[config.mk]
export PLATFORM = sky130hd
export DESIGN_NAME = tick_enable_ctrl
export DESIGN_NICKNAME = d
export VERILOG_FILES = /design/src/rtl/tick_ctrl_pkg.sv /design/src/rtl/tick_ch_fsm.sv /design/src/rtl/tick_enable_ctrl.sv
export SDC_FILE = /design/constraint.sdc
export NUM_CORES = 1
export LEC_CHECK = 0
export CELL_PAD_IN_SITES_DETAIL_PLACEMENT = 0
export CELL_PAD_IN_SITES_GLOBAL_PLACEMENT = 2
export CORE_MARGIN = 4
export CORE_UTILIZATION = 35
export DETAILED_ROUTE_END_ITERATION = 16
export PLACE_DENSITY = 0.7
export SLEW_MARGIN = 0
export SYNTH_ARGS = -nofsm -noshare
export SYNTH_HDL_FRONTEND = slang
export SYNTH_HIERARCHICAL = 1
export SYNTH_SLANG_ARGS = --single-unit
[constraint.sdc]
create_clock -name clk -period 10.2 [get_ports clk]
set_input_delay 1.02 -clock clk [delete_from_list [all_inputs] [get_ports clk]]
set_output_delay 1.02 -clock clk [all_outputs]
set_load 0.005 [all_outputs]
[src/rtl/tick_ctrl_pkg.sv]
// Shared types and constants for the tick/clock-enable scheduler.
// Channel state encoding, default sizing and the effective-divide helper.
package tick_ctrl_pkg;

  localparam int DEF_DIV_W = 16;
  localparam int DEF_DIV   = 100;

  typedef enum logic [1:0] {
    OFF       = 2'd0,
    ARMING    = 2'd1,
    ON        = 2'd2,
    DISARMING = 2'd3
  } ch_state_t;

  // A ratio of 0 behaves like 1: a tick every cycle.
  function automatic logic [31:0] eff_div(input logic [31:0] d);
    return (d == 32'd0) ? 32'd1 : d;
  endfunction

endpackage

[src/rtl/tick_ch_fsm.sv]
// One requester's enable FSM: grants and revokes only on wrap edges so the
// channel always sees whole tick periods.
module tick_ch_fsm
  import tick_ctrl_pkg::*;
(
  input  logic clk,
  input  logic rst_n,
  input  logic en_req,
  input  logic wrap,
  output logic en_ack,
  output logic ch_tick,
  output logic active_nxt
);

  ch_state_t state_q, state_d;
  logic      ack_q, ack_d;
  logic      ch_tick_q;

  always_comb begin
    state_d = state_q;
    unique case (state_q)
      OFF:       if (en_req) state_d = ARMING;
      ARMING:    if (!en_req) state_d = OFF;
                 else if (wrap) state_d = ON;
      ON:        if (!en_req) state_d = DISARMING;
      DISARMING: if (en_req) state_d = ON;
                 else if (wrap) state_d = OFF;
      default:   state_d = OFF;
    endcase
    ack_d      = (state_d == ON) || (state_d == DISARMING);
    active_nxt = (state_d != OFF);
  end

  always_ff @(posedge clk or negedge rst_n) begin
    if (!rst_n) begin
      state_q   <= OFF;
      ack_q     <= 1'b0;
      ch_tick_q <= 1'b0;
    end else begin
      state_q   <= state_d;
      ack_q     <= ack_d;
      // Tick only if the channel still holds the grant after this wrap.
      ch_tick_q <= wrap & ack_d;
    end
  end

  assign en_ack  = ack_q;
  assign ch_tick = ch_tick_q;

endmodule

[src/rtl/tick_enable_ctrl.sv]
// Programmable periodic tick generator with per-channel tick-aligned enables.
// Divide ratio changes are double-buffered and take effect on a wrap.
module tick_enable_ctrl
  import tick_ctrl_pkg::*;
#(
  parameter int NUM_CH      = 4,
  parameter int DIV_W       = DEF_DIV_W,
  parameter int DEFAULT_DIV = DEF_DIV
) (
  input  logic              clk,
  input  logic              rst_n,
  input  logic              cfg_valid,
  output logic              cfg_ready,
  input  logic [DIV_W-1:0]  cfg_div,
  input  logic [NUM_CH-1:0] en_req,
  output logic [NUM_CH-1:0] en_ack,
  output logic              tick,
  output logic [NUM_CH-1:0] ch_tick,
  output logic              busy
);

  logic [DIV_W-1:0]  count_q, count_d;
  logic [DIV_W-1:0]  div_cur_q, div_cur_d;
  logic [DIV_W-1:0]  pend_div_q, pend_div_d;
  logic [DIV_W-1:0]  d_eff;
  logic              pend_valid_q, pend_valid_d;
  logic              tick_q, cfg_ready_q, busy_q;
  logic              wrap;
  logic [NUM_CH-1:0] active_nxt;

  assign d_eff = DIV_W'(eff_div(32'(div_cur_q)));
  assign wrap  = (count_q == d_eff - DIV_W'(1));

  always_comb begin
    count_d      = wrap ? '0 : count_q + DIV_W'(1);
    div_cur_d    = div_cur_q;
    pend_div_d   = pend_div_q;
    pend_valid_d = pend_valid_q;
    // Load and accept are exclusive: load needs a pending value, accept needs none.
    if (wrap && pend_valid_q) begin
      div_cur_d    = pend_div_q;
      pend_valid_d = 1'b0;
    end else if (cfg_valid && !pend_valid_q) begin
      pend_div_d   = cfg_div;
      pend_valid_d = 1'b1;
    end
  end

  always_ff @(posedge clk or negedge rst_n) begin
    if (!rst_n) begin
      count_q      <= '0;
      div_cur_q    <= DIV_W'(DEFAULT_DIV);
      pend_div_q   <= '0;
      pend_valid_q <= 1'b0;
      tick_q       <= 1'b0;
      cfg_ready_q  <= 1'b1;
      busy_q       <= 1'b0;
    end else begin
      count_q      <= count_d;
      div_cur_q    <= div_cur_d;
      pend_div_q   <= pend_div_d;
      pend_valid_q <= pend_valid_d;
      tick_q       <= wrap;
      cfg_ready_q  <= !pend_valid_d;
      busy_q       <= (|active_nxt) | pend_valid_d;
    end
  end

  for (genvar gi = 0; gi < NUM_CH; gi++) begin : g_ch
    tick_ch_fsm u_ch (
      .clk        (clk),
      .rst_n      (rst_n),
      .en_req     (en_req[gi]),
      .wrap       (wrap),
      .en_ack     (en_ack[gi]),
      .ch_tick    (ch_tick[gi]),
      .active_nxt (active_nxt[gi])
    );
  end

  assign tick      = tick_q;
  assign cfg_ready = cfg_ready_q;
  assign busy      = busy_q;

endmodule

Yosys cells after proc, flatten, opt, wreduce, memory -nomap -nowiden
Index checks and enable logic that the tools add are counted.

Input port bits: 23. Flip-flop bits (word level): 68. Logic and storage cells: 99. Output and inout bits: 11.

Add/sub/neg operators: 2. Multiplexer cells: 32. Bitwise operators: 6. Reduce and logical (&&, ||, !) cells: 19. Equal/unequal tests: 21.

Operators by type and width (number): $mux 2 (24); $eq 2x2->1 const B (16); $mux 16 (2); $pmux 2 s4 (4); $add 16x1->16 const B (1); $eq 16x16->1 (1); $logic_not 16->1 (1); $sub 16x1->16 const B (1); $eq 2x1->1 const B (4); $logic_not 2->1 (4); $reduce_bool 2->1 (4); $and 1x1->1 (4); $logic_or 1x1->1 (4); $reduce_or 4->1 (1); $logic_and 1x1->1 (2); $logic_not 1->1 (2); $mux 1 (2); $reduce_and 2->1 (1); $not 1->1 (1); $or 1x1->1 (1).

Depth between registers and ports, before layout
Depth after elaboration: 10. Depth in mapped cells: 16. Mapped depth without buffers: 14.

Modules after synthesis
The synthesis kept the hierarchy.

Modules (own cells, without submodules): tick_enable_ctrl (cells an instance 235, times used 1, area an instance 2721.4 um^2, seq. area each 1306.3 um^2); tick_ch_fsm (cells an instance 12, times used 4, area an instance 167.7 um^2, seq. area each 100.1 um^2).

Least setup slack after synthesis
Ideal clock, no wire load.

Path type: register -> register. From: reg div_cur_q[9]. To: reg busy_q, in the netlist busy. Arrival time: 3978 ps. Stages on the path, launching flop included: 17. Buffers on the path: 2. Data required time: 10065 ps. Period minus slack after synthesis: 4112 ps. Setup slack: 6088 ps. Library setup time: 135 ps. Cells stage by stage: dfrtp_1 -> buf_2 -> or4_1 -> nor4_1 -> a21oi_1 -> ha_1 -> nor3b_2 -> xnor2_1 -> a21o_1 -> o21ai_0 -> nand4_1 -> nor4b_4 -> buf_2 -> nand2_2 -> a21o_2 -> nor4_1 -> o21ai_0.

Word-level cells in the longest chain between the ends: 10.

Ends and longest elaborated chain: from (decl) (RTL line tick_enable_ctrl.sv:23) `logic [DIV_W-1:0] div_cur_q, div_cur_d;`; from (signal assigned) (RTL line tick_enable_ctrl.sv:52) `div_cur_q <= DIV_W'(DEFAULT_DIV);`; from (signal assigned) (RTL line tick_enable_ctrl.sv:60) `div_cur_q <= div_cur_d;`; $logic_not 16->1 (RTL line tick_ctrl_pkg.sv:17) `return (d == 32'd0) ? 32'd1 : d;`; $mux 16 (*) (RTL line tick_ctrl_pkg.sv:17); $sub 16x1->16 (*) (RTL line tick_enable_ctrl.sv:32) `assign wrap = (count_q == d_eff - DIV_W'(1));`; $eq 16x16->1 (*) (RTL line tick_enable_ctrl.sv:32); via wrap (RTL line tick_enable_ctrl.sv:28) `logic wrap;`; $mux 2, on equally long branches (RTL line tick_ch_fsm.sv:27, tick_ch_fsm.sv:24); $mux 2, on equally long branches (RTL line tick_ch_fsm.sv:26, tick_ch_fsm.sv:23); $pmux 2 s4 (*) (RTL line tick_ch_fsm.sv:21) `unique case (state_q)`; $reduce_bool 2->1 (*) (RTL line tick_ch_fsm.sv:31) `active_nxt = (state_d != OFF);`; via active_nxt[1] (RTL line tick_enable_ctrl.sv:29) `logic [NUM_CH-1:0] active_nxt;`; $reduce_or 4->1 (*) (RTL line tick_enable_ctrl.sv:65) `busy_q <= (|active_nxt) | pend_valid_d;`; $or 1x1->1 (*) (RTL line tick_enable_ctrl.sv:65); to (signal assigned) (RTL line tick_enable_ctrl.sv:65); to (decl) (RTL line tick_enable_ctrl.sv:27) `logic tick_q, cfg_ready_q, busy_q;`.

The timed path passes the listed nets; every way through them passes the cells marked *. A chain may end at the register's enable or synchronous reset.

Worst setup path after layout
From: reg div_cur_q[8]. To: reg busy_q, in the netlist busy.

Word-level cells in the longest chain between the ends: 10.

Ends and longest elaborated chain (RTL line): $logic_not 16->1 (tick_ctrl_pkg.sv:17); $mux 16 (*) (tick_ctrl_pkg.sv:17); $sub 16x1->16 (*) (tick_enable_ctrl.sv:32); $eq 16x16->1 (*) (tick_enable_ctrl.sv:32); $mux 2, on equally long branches (tick_ch_fsm.sv:27, tick_ch_fsm.sv:24); $mux 2, on equally long branches (tick_ch_fsm.sv:26, tick_ch_fsm.sv:23); $pmux 2 s4 (*) (tick_ch_fsm.sv:21); $reduce_bool 2->1 (*) (tick_ch_fsm.sv:31); via active_nxt[1] (tick_enable_ctrl.sv:29); $reduce_or 4->1 (*) (tick_enable_ctrl.sv:65); $or 1x1->1 (*) (tick_enable_ctrl.sv:65).

Marks and branches as above.

==> reports/results.tsv <==
stage	metric	value	unit
sta	crit share post-route	45.42	%
logic_synthesis	number of synthesized flops with an enable pin	0	
setup_path	WS Path Type	flop to flop	
die	row cnt	35	
global_routing	largest net degree at the start of global routing	69	
route	antenna-violating nets left	0	
setup_path	Worst path depth	15	
clock_tree	Reg clk slew, reported paths	0.08	ns
finish	Area Growth Syn to Fin	18.85	%
die	Die Footprint	11330	µm²
setup_path	crit-path max FO	29	
global_routing	vias in the first global route	2324	
sta	max_slew headroom	31.60	%
setup_path	Setup crit start	div_cur_q[8]$_DFFE_PN0P_	
clock_tree	CTS tree	yes	
global_routing	global-route wire length before repair	12160	µm
status	status	finished, final reports clean	
die	IO Count	34	
setup_path	crit-path max cell delay	0.63	ns
setup_path	Startpoint Class	flop	
sta	fin crit period	4.633	ns
clock_tree	Skew-Pair Late Insertion Delay	0.34	ns
setup_path	worst r2r src	div_cur_q[8]$_DFFE_PN0P_	
setup_path	crit path to	busy$_DFF_PN0_	
logic_synthesis	Mapped Cells	283	
place	Cell Area, Placed	3830	µm²
clock_tree	H-tree depth	3	
place	I/O Buffers	33	
finish	ANT cells	0	
place	GP Congestion	0.7320	
setup_path	Critical Path AT	4.81	ns
clock_tree	CTS Root Buffer Type	clkbuf_8	
power	VDD IR max	0.00008123	V
worst_hold_path	Hold Crit Class	flop to flop	
logic_synthesis	sequential area share after synthesis	50.31	%
setup_path	critical path, cell by cell	or4_1 > nor4_1 > a21oi_1 > ha_1 > nor3b_2 > xnor2_1 > a21o_1 > o21ai_0 > nand4_1 > nor4b_4 > buf_4 > nand2_2 > a21o_2 > nor4_1 > o21ai_0	
finish	fin area	4031	µm²
sta	Max Clock Freq	215.9	MHz
logic_synthesis	YS warnings	6	
route	detailed-route via count	2196	
sta	Slew Viols, Final	0	
setup_path	slowest stage cell on the critical path	or4_1	
logic_synthesis	ys async rst share	100.0	%
power	pwr dens	264.0	nW/µm²
route	Routed WL	6828	µm
die	Initial Util	36.36	%
sta	RSZ-0062 raised after global routing	false	
setup_path	delay-heaviest family, CP	simple AND/OR/NAND/NOR gates	
sta	final setup TNS	0	ns
global_routing	Total GRT Usage	13.58	%
sta	Fin. Hold Viols	0	
global_routing	Most Crowded Layer GR	met2	
clock_tree	Num CTS Buffers	9	
setup_path	WP buf/inv	1	
logic_synthesis	Yosys cell types	51	
logic_synthesis	ys flop type	dfrtp_1	
setup_path	r2r worst-path depth	15	
power	P_leak	1.697	nW
global_routing	met2 usage	21.31	%
setup_path	Worst Path Required	10.38	ns
logic_synthesis	Post-Syn Area	3392	µm²
setup_path	CP Capture Type	flop	
clock_tree	CTS sink count	68	
sta	Setup-failing EPs final	0	
setup_path	R2R Path End	busy$_DFF_PN0_	
clock_tree	CTS Hold Buffers Added	0	
finish	post-layout util	43.22	%
route	DR vias/cell	4.826	
clock_tree	post-CTS sizing	0	
die	die height	106.4	µm
finish	Layout fillers	896	
logic_synthesis	synth top area cells	dfrtp_1 (47%), mux2_2 (8.3%), xnor2_1 (5.9%)	
setup_path	reg2reg setup slack	5.57	ns
job	max cap viols	0	
place	dpl hpwl	4686	µm
route	# DRC	0	
global_routing	met1 usage	18.38	%
die	die width	106.4	µm
logic_synthesis	Yosys reg bits	68	
finish	layout net count	346	
route	Pre-antenna DRT Iters	4	
sta	Clock Skews	0.009532	ns
logic_synthesis	Synthesized Nets	308	
die	Core Region	9328	µm²
logic_synthesis	syn avg cell area	11.99	µm²
clock_tree	CTS Buffer Depth	2	
global_routing	initial antenna violation count	0	
route	WL/cell	15.01	µm
finish	share of cells above drive strength 1	21.47	%
worst_hold_path	hold wc startpoint	pend_div_q[4]$_DFFE_PN0P_	
logic_synthesis	post-synth top area share	47.22	%
route	First DRT Iteration DRCs	69	
logic_synthesis	area leader, netlist	dfrtp_1	
clock_tree	setup bufs post-CTS	0	
global_routing	gr ovfl total	0	
sta	slew of the pin with the lowest slew margin	1.026	ns
global_routing	met3 usage	2.793	%
report_power, final:
part	total, mW	internal [mW]	switching [mW]
clock network	0.227	0.119	0.107
registers	0.443	0.351	0.0925
logic	0.394	0.215	0.179
cell usage after synthesis (all sizes together) (2+ instances only):
cell	number
xor2	13
mux2	40
mux2i	4
nor2b	6
and3	6
nor3	3
clkbuf	4
o21bai	2
nor2	25
nand2	15
buf	5
a21o	5
or2	2
nor4	7
nand4	3
ha	2
o21ai	5
or4	4
and4bb	2
dfstp	4
xnor2	23
nand3	9
or3	3
a21oi	8
dfrtp	64
nand3b	2
final cells by class:
type,instances,area (µm²),share of cell area (%)
tap,129,161.4,4.004
multi-input combinational,205,1610,39.94
inverter,1,3.754,0.09311
timing repair buffer,36,347.8,8.628
sequential,68,1707,42.33
clock buffer,10,137.6,3.414
clock inverter,6,63.81,1.583
per-stage QoR:
step           setup WS, ns  cells  hold WS, ns  total power [mW]
3_3_place_gp          5.489    439       0.4855            0.8438
6_report              5.567    455       0.5058             1.064
5_1_grt               5.085    455       0.5231             1.150
4_1_cts               5.457    455       0.5119             1.079
3_5_place_dp          5.486    439       0.4929            0.8447
2_1_floorplan         6.088    283       0.4750            0.7434
routing by layer:
metal	part of all wire, %	vias up
li1	-	1080
met1	49	1078
met2	46	27
met3	2.8	11
met4	2.0	0
met5	0	-
worst min-delay path by stage:
| stage | cells after the start | endpoint |
|---|---|---|
| floorplan | 1 | pend_div_q[15]$_DFFE_PN0P_ |
| global placement | 1 | div_cur_q[14]$_DFFE_PN0P_ |
| detailed placement | 1 | div_cur_q[12]$_DFFE_PN0P_ |
| CTS | 1 | div_cur_q[11]$_DFFE_PN0P_ |
| global route | 1 | div_cur_q[4]$_DFFE_PN0P_ |
| finish | 1 | div_cur_q[4]$_DFFE_PN0P_ |
cells in the final DEF (no fill, tap or decap), drive strengths merged, types with 2 or more instances in the layout:
master,Yosys,layout
and3,6,6
clkdlybuf4s50,0,32
dfrtp,64,64
or4,4,4
xor2,13,13
ha,2,2
and4bb,2,2
xnor2,23,23
clkinv,0,3
mux2i,4,4
a21oi,8,8
nor2,25,25
a21o,5,5
mux2,40,40
nand2,15,15
nand3b,2,2
nor3,3,3
nor2b,6,6
or2,2,2
o21bai,2,2
or3,3,3
nor4,7,7
dfstp,4,4
nand4,3,3
clkinvlp,0,2
buf,5,4
clkbuf,4,10
o21ai,5,5
nand3,9,9
cells by family after synthesis:
logic type      count (synthesis)  share of synthesized area (%)
simple gates                   89                          14.72
buf+inv                        10                          2.213
compound gates                 33                          6.788
mux                            44                          15.23
fa+ha+maj                       2                         0.7376
flops                          68                          50.31
xor+xnor                       37                          9.996
sequential cells by signal, summed over array words and instances (netlist names):
name and flops:
count_q 16, div_cur_q 16, pend_div_q 16, g_ch.u_ch/state_q 8
g_ch.u_ch/ch_tick 4, g_ch.u_ch/en_ack 4, busy 1, cfg_ready 1
pend_valid_q 1, tick 1
Power figures use the tool's default switching activity.
==> variant, RTL diff (same flow settings) <==
The package constant `DEF_DIV_W` goes from 16 to 18.
--- a/src/rtl/tick_ctrl_pkg.sv
+++ b/src/rtl/tick_ctrl_pkg.sv
@@ -3,5 +3,5 @@
 package tick_ctrl_pkg;
 
-  localparam int DEF_DIV_W = 16;
+  localparam int DEF_DIV_W = 18;
   localparam int DEF_DIV   = 100;
 
Interface: changed (resized cfg_div); port bits go from 34 to 36. The function was not compared with the original's and may differ.
==> variant against the unedited design <==
Total power shrank 22%. Critical path type unchanged. Worst setup slack better by 0.61 ns. Count of clock-buffer cells in the layout is the same. Design area grew 11%. Die area rose by 9.2%. Utilization fell by 0.25 points. Synthesized area grew 10%. Sequential cell count increased by 6. Wire length rose by 15%. Sequential power decreased by 14%.
==> variant: results (changes against the unedited design) <==
min_path:
  hp-start: "pend_div_q[4]"
  hold_path_depth: 1  # unchanged
  min_path_type: "flop to flop"
  min_to: "div_cur_q[4]"
drt:
  wl_met3_um: 288  # +52%
  top_layer: "met4"
  drt-vias-per-instance: 5.00  # +3.7%
  wl_met2_um: 3590  # +14%
  routed_wl_um: 7870  # +15%
  met1_length_um: 3880  # +16%
  vias: 2517  # +15%
  first_iter_violations: 101  # +46%
sta:
  relSlewSlack_pct: 34.7  # +3.1 points
  hold_slack_ns: 0.490  # -0.0153 ns
  finClkSkew_ns: 0.00685  # -0.00268 ns
  setup_ws_ns: 6.17  # +0.607 ns
clock_network:
  cts-root-buf: "clkbuf_8"
  htree_levels: 3  # unchanged
  cts_resized: 0  # unchanged
  cts_buffers: 9  # unchanged
  path_clk_slew_ns: 0.08  # about the same
  postCtsSetupBuffers: 0  # unchanged
  cts_max_path_buffers: 2  # unchanged
place:
  place_hpwl_um: 5700  # +22%
  dp_cells: 487  # +11%
  port_buffers: 35  # +6.1%
  post_dp_cell_area_um2: 4240  # +11%
  place.gp.congestion: 0.822  # +12%
critical_path:
  reg2reg_from: "div_cur_q[15]"
  crit_start: "div_cur_q[15]"
  cp-endpoint: "busy"
  max_stage_delay_ns: 0.59  # -0.04 ns
  cp_slowest_cell: "or4_1"
  cp_max_fo: 13  # -55%
  ff2ff_path_depth: 15  # unchanged
  arrival_ns: 4.24  # -0.57 ns
finish:
  largestRegisters: "count_q (18), div_cur_q (18), pend_div_q (18)"
  diodes: 0  # unchanged
  fin_nets: 389  # +12%
  drive_above_1_share_pct: 15.5  # -5.9 points
yosys:
  synth_commonest_cells: "dfrtp_1 (70), nor2_1 (27), mux2_1 (26), xnor2_1 (21), xor2_1 (19)"
  yosys-top-cells-area: "dfrtp_1 (47%), mux2_1 (7.8%), mux2_2 (5.4%)"
  ys_seq_area_share_pct: 49.8  # -0.53 points
  syn_nets: 349  # +13%
  avgSynthCellArea_um2: 11.6  # -3.4%
  ys_types: 47  # -7.8%
global_routing:
  grt_pass1_vias: 2628  # +13%
  grtUsageTotal_pct: 13.6  # about the same
  grt_util_met1_pct: 19.0  # +0.64 points
  grt_max_degree: 75  # +8.7%
  met3_usage_pct: 2.67  # -0.12 points
  grt_pass1_wl_um: 13600  # +12%
  met2_usage_pct: 20.6  # -0.73 points
run_status:
  status: "finished clean"
pwr:
  power.leakage_nw: 1.90  # +12%
  irDropWorstVdd_mv: 0.0832  # +2.4%
==> variant: area by class of cell <==
cell class              instances  area, µm²
fillers                       992       5910
flip-flops and latches         74       1860
multi-input cells             236       1830
repair buffers                 39        378
well taps                     136        170
clock buffers                  10        128
clock inverters                 6       90.1
inverters                       2       7.51
==> variant: worst max-delay path: cells and delay by family, from the launching register on <==
kind | cells | cell delay (ns)
XOR/XNOR | 1 | 0.13
buffers and inverters | 1 | 0.24
flip-flops | 1 | 0.46
adder cells (fa/ha/maj) | 1 | 0.25
AND/OR/NAND/NOR | 8 | 1.98
AO/OA/AOI/OAI | 4 | 0.85
==> variant: logic make-up after synthesis <==
family,share of synthesized area (%)
AOI/OAI and AO/OA,5.10
xor gates and xnor gates,10.0
adders and majority gates,0.671
buffers and inverters,1.44
DFF,49.8
muxes,15.4
and+or+nand+nor,17.6
==> variant: report_power, final <==
part	switching [mW]	internal [mW]
registers	0.0466	0.334
clock network	0.110	0.139
logic	0.104	0.101
total	0.261	0.573
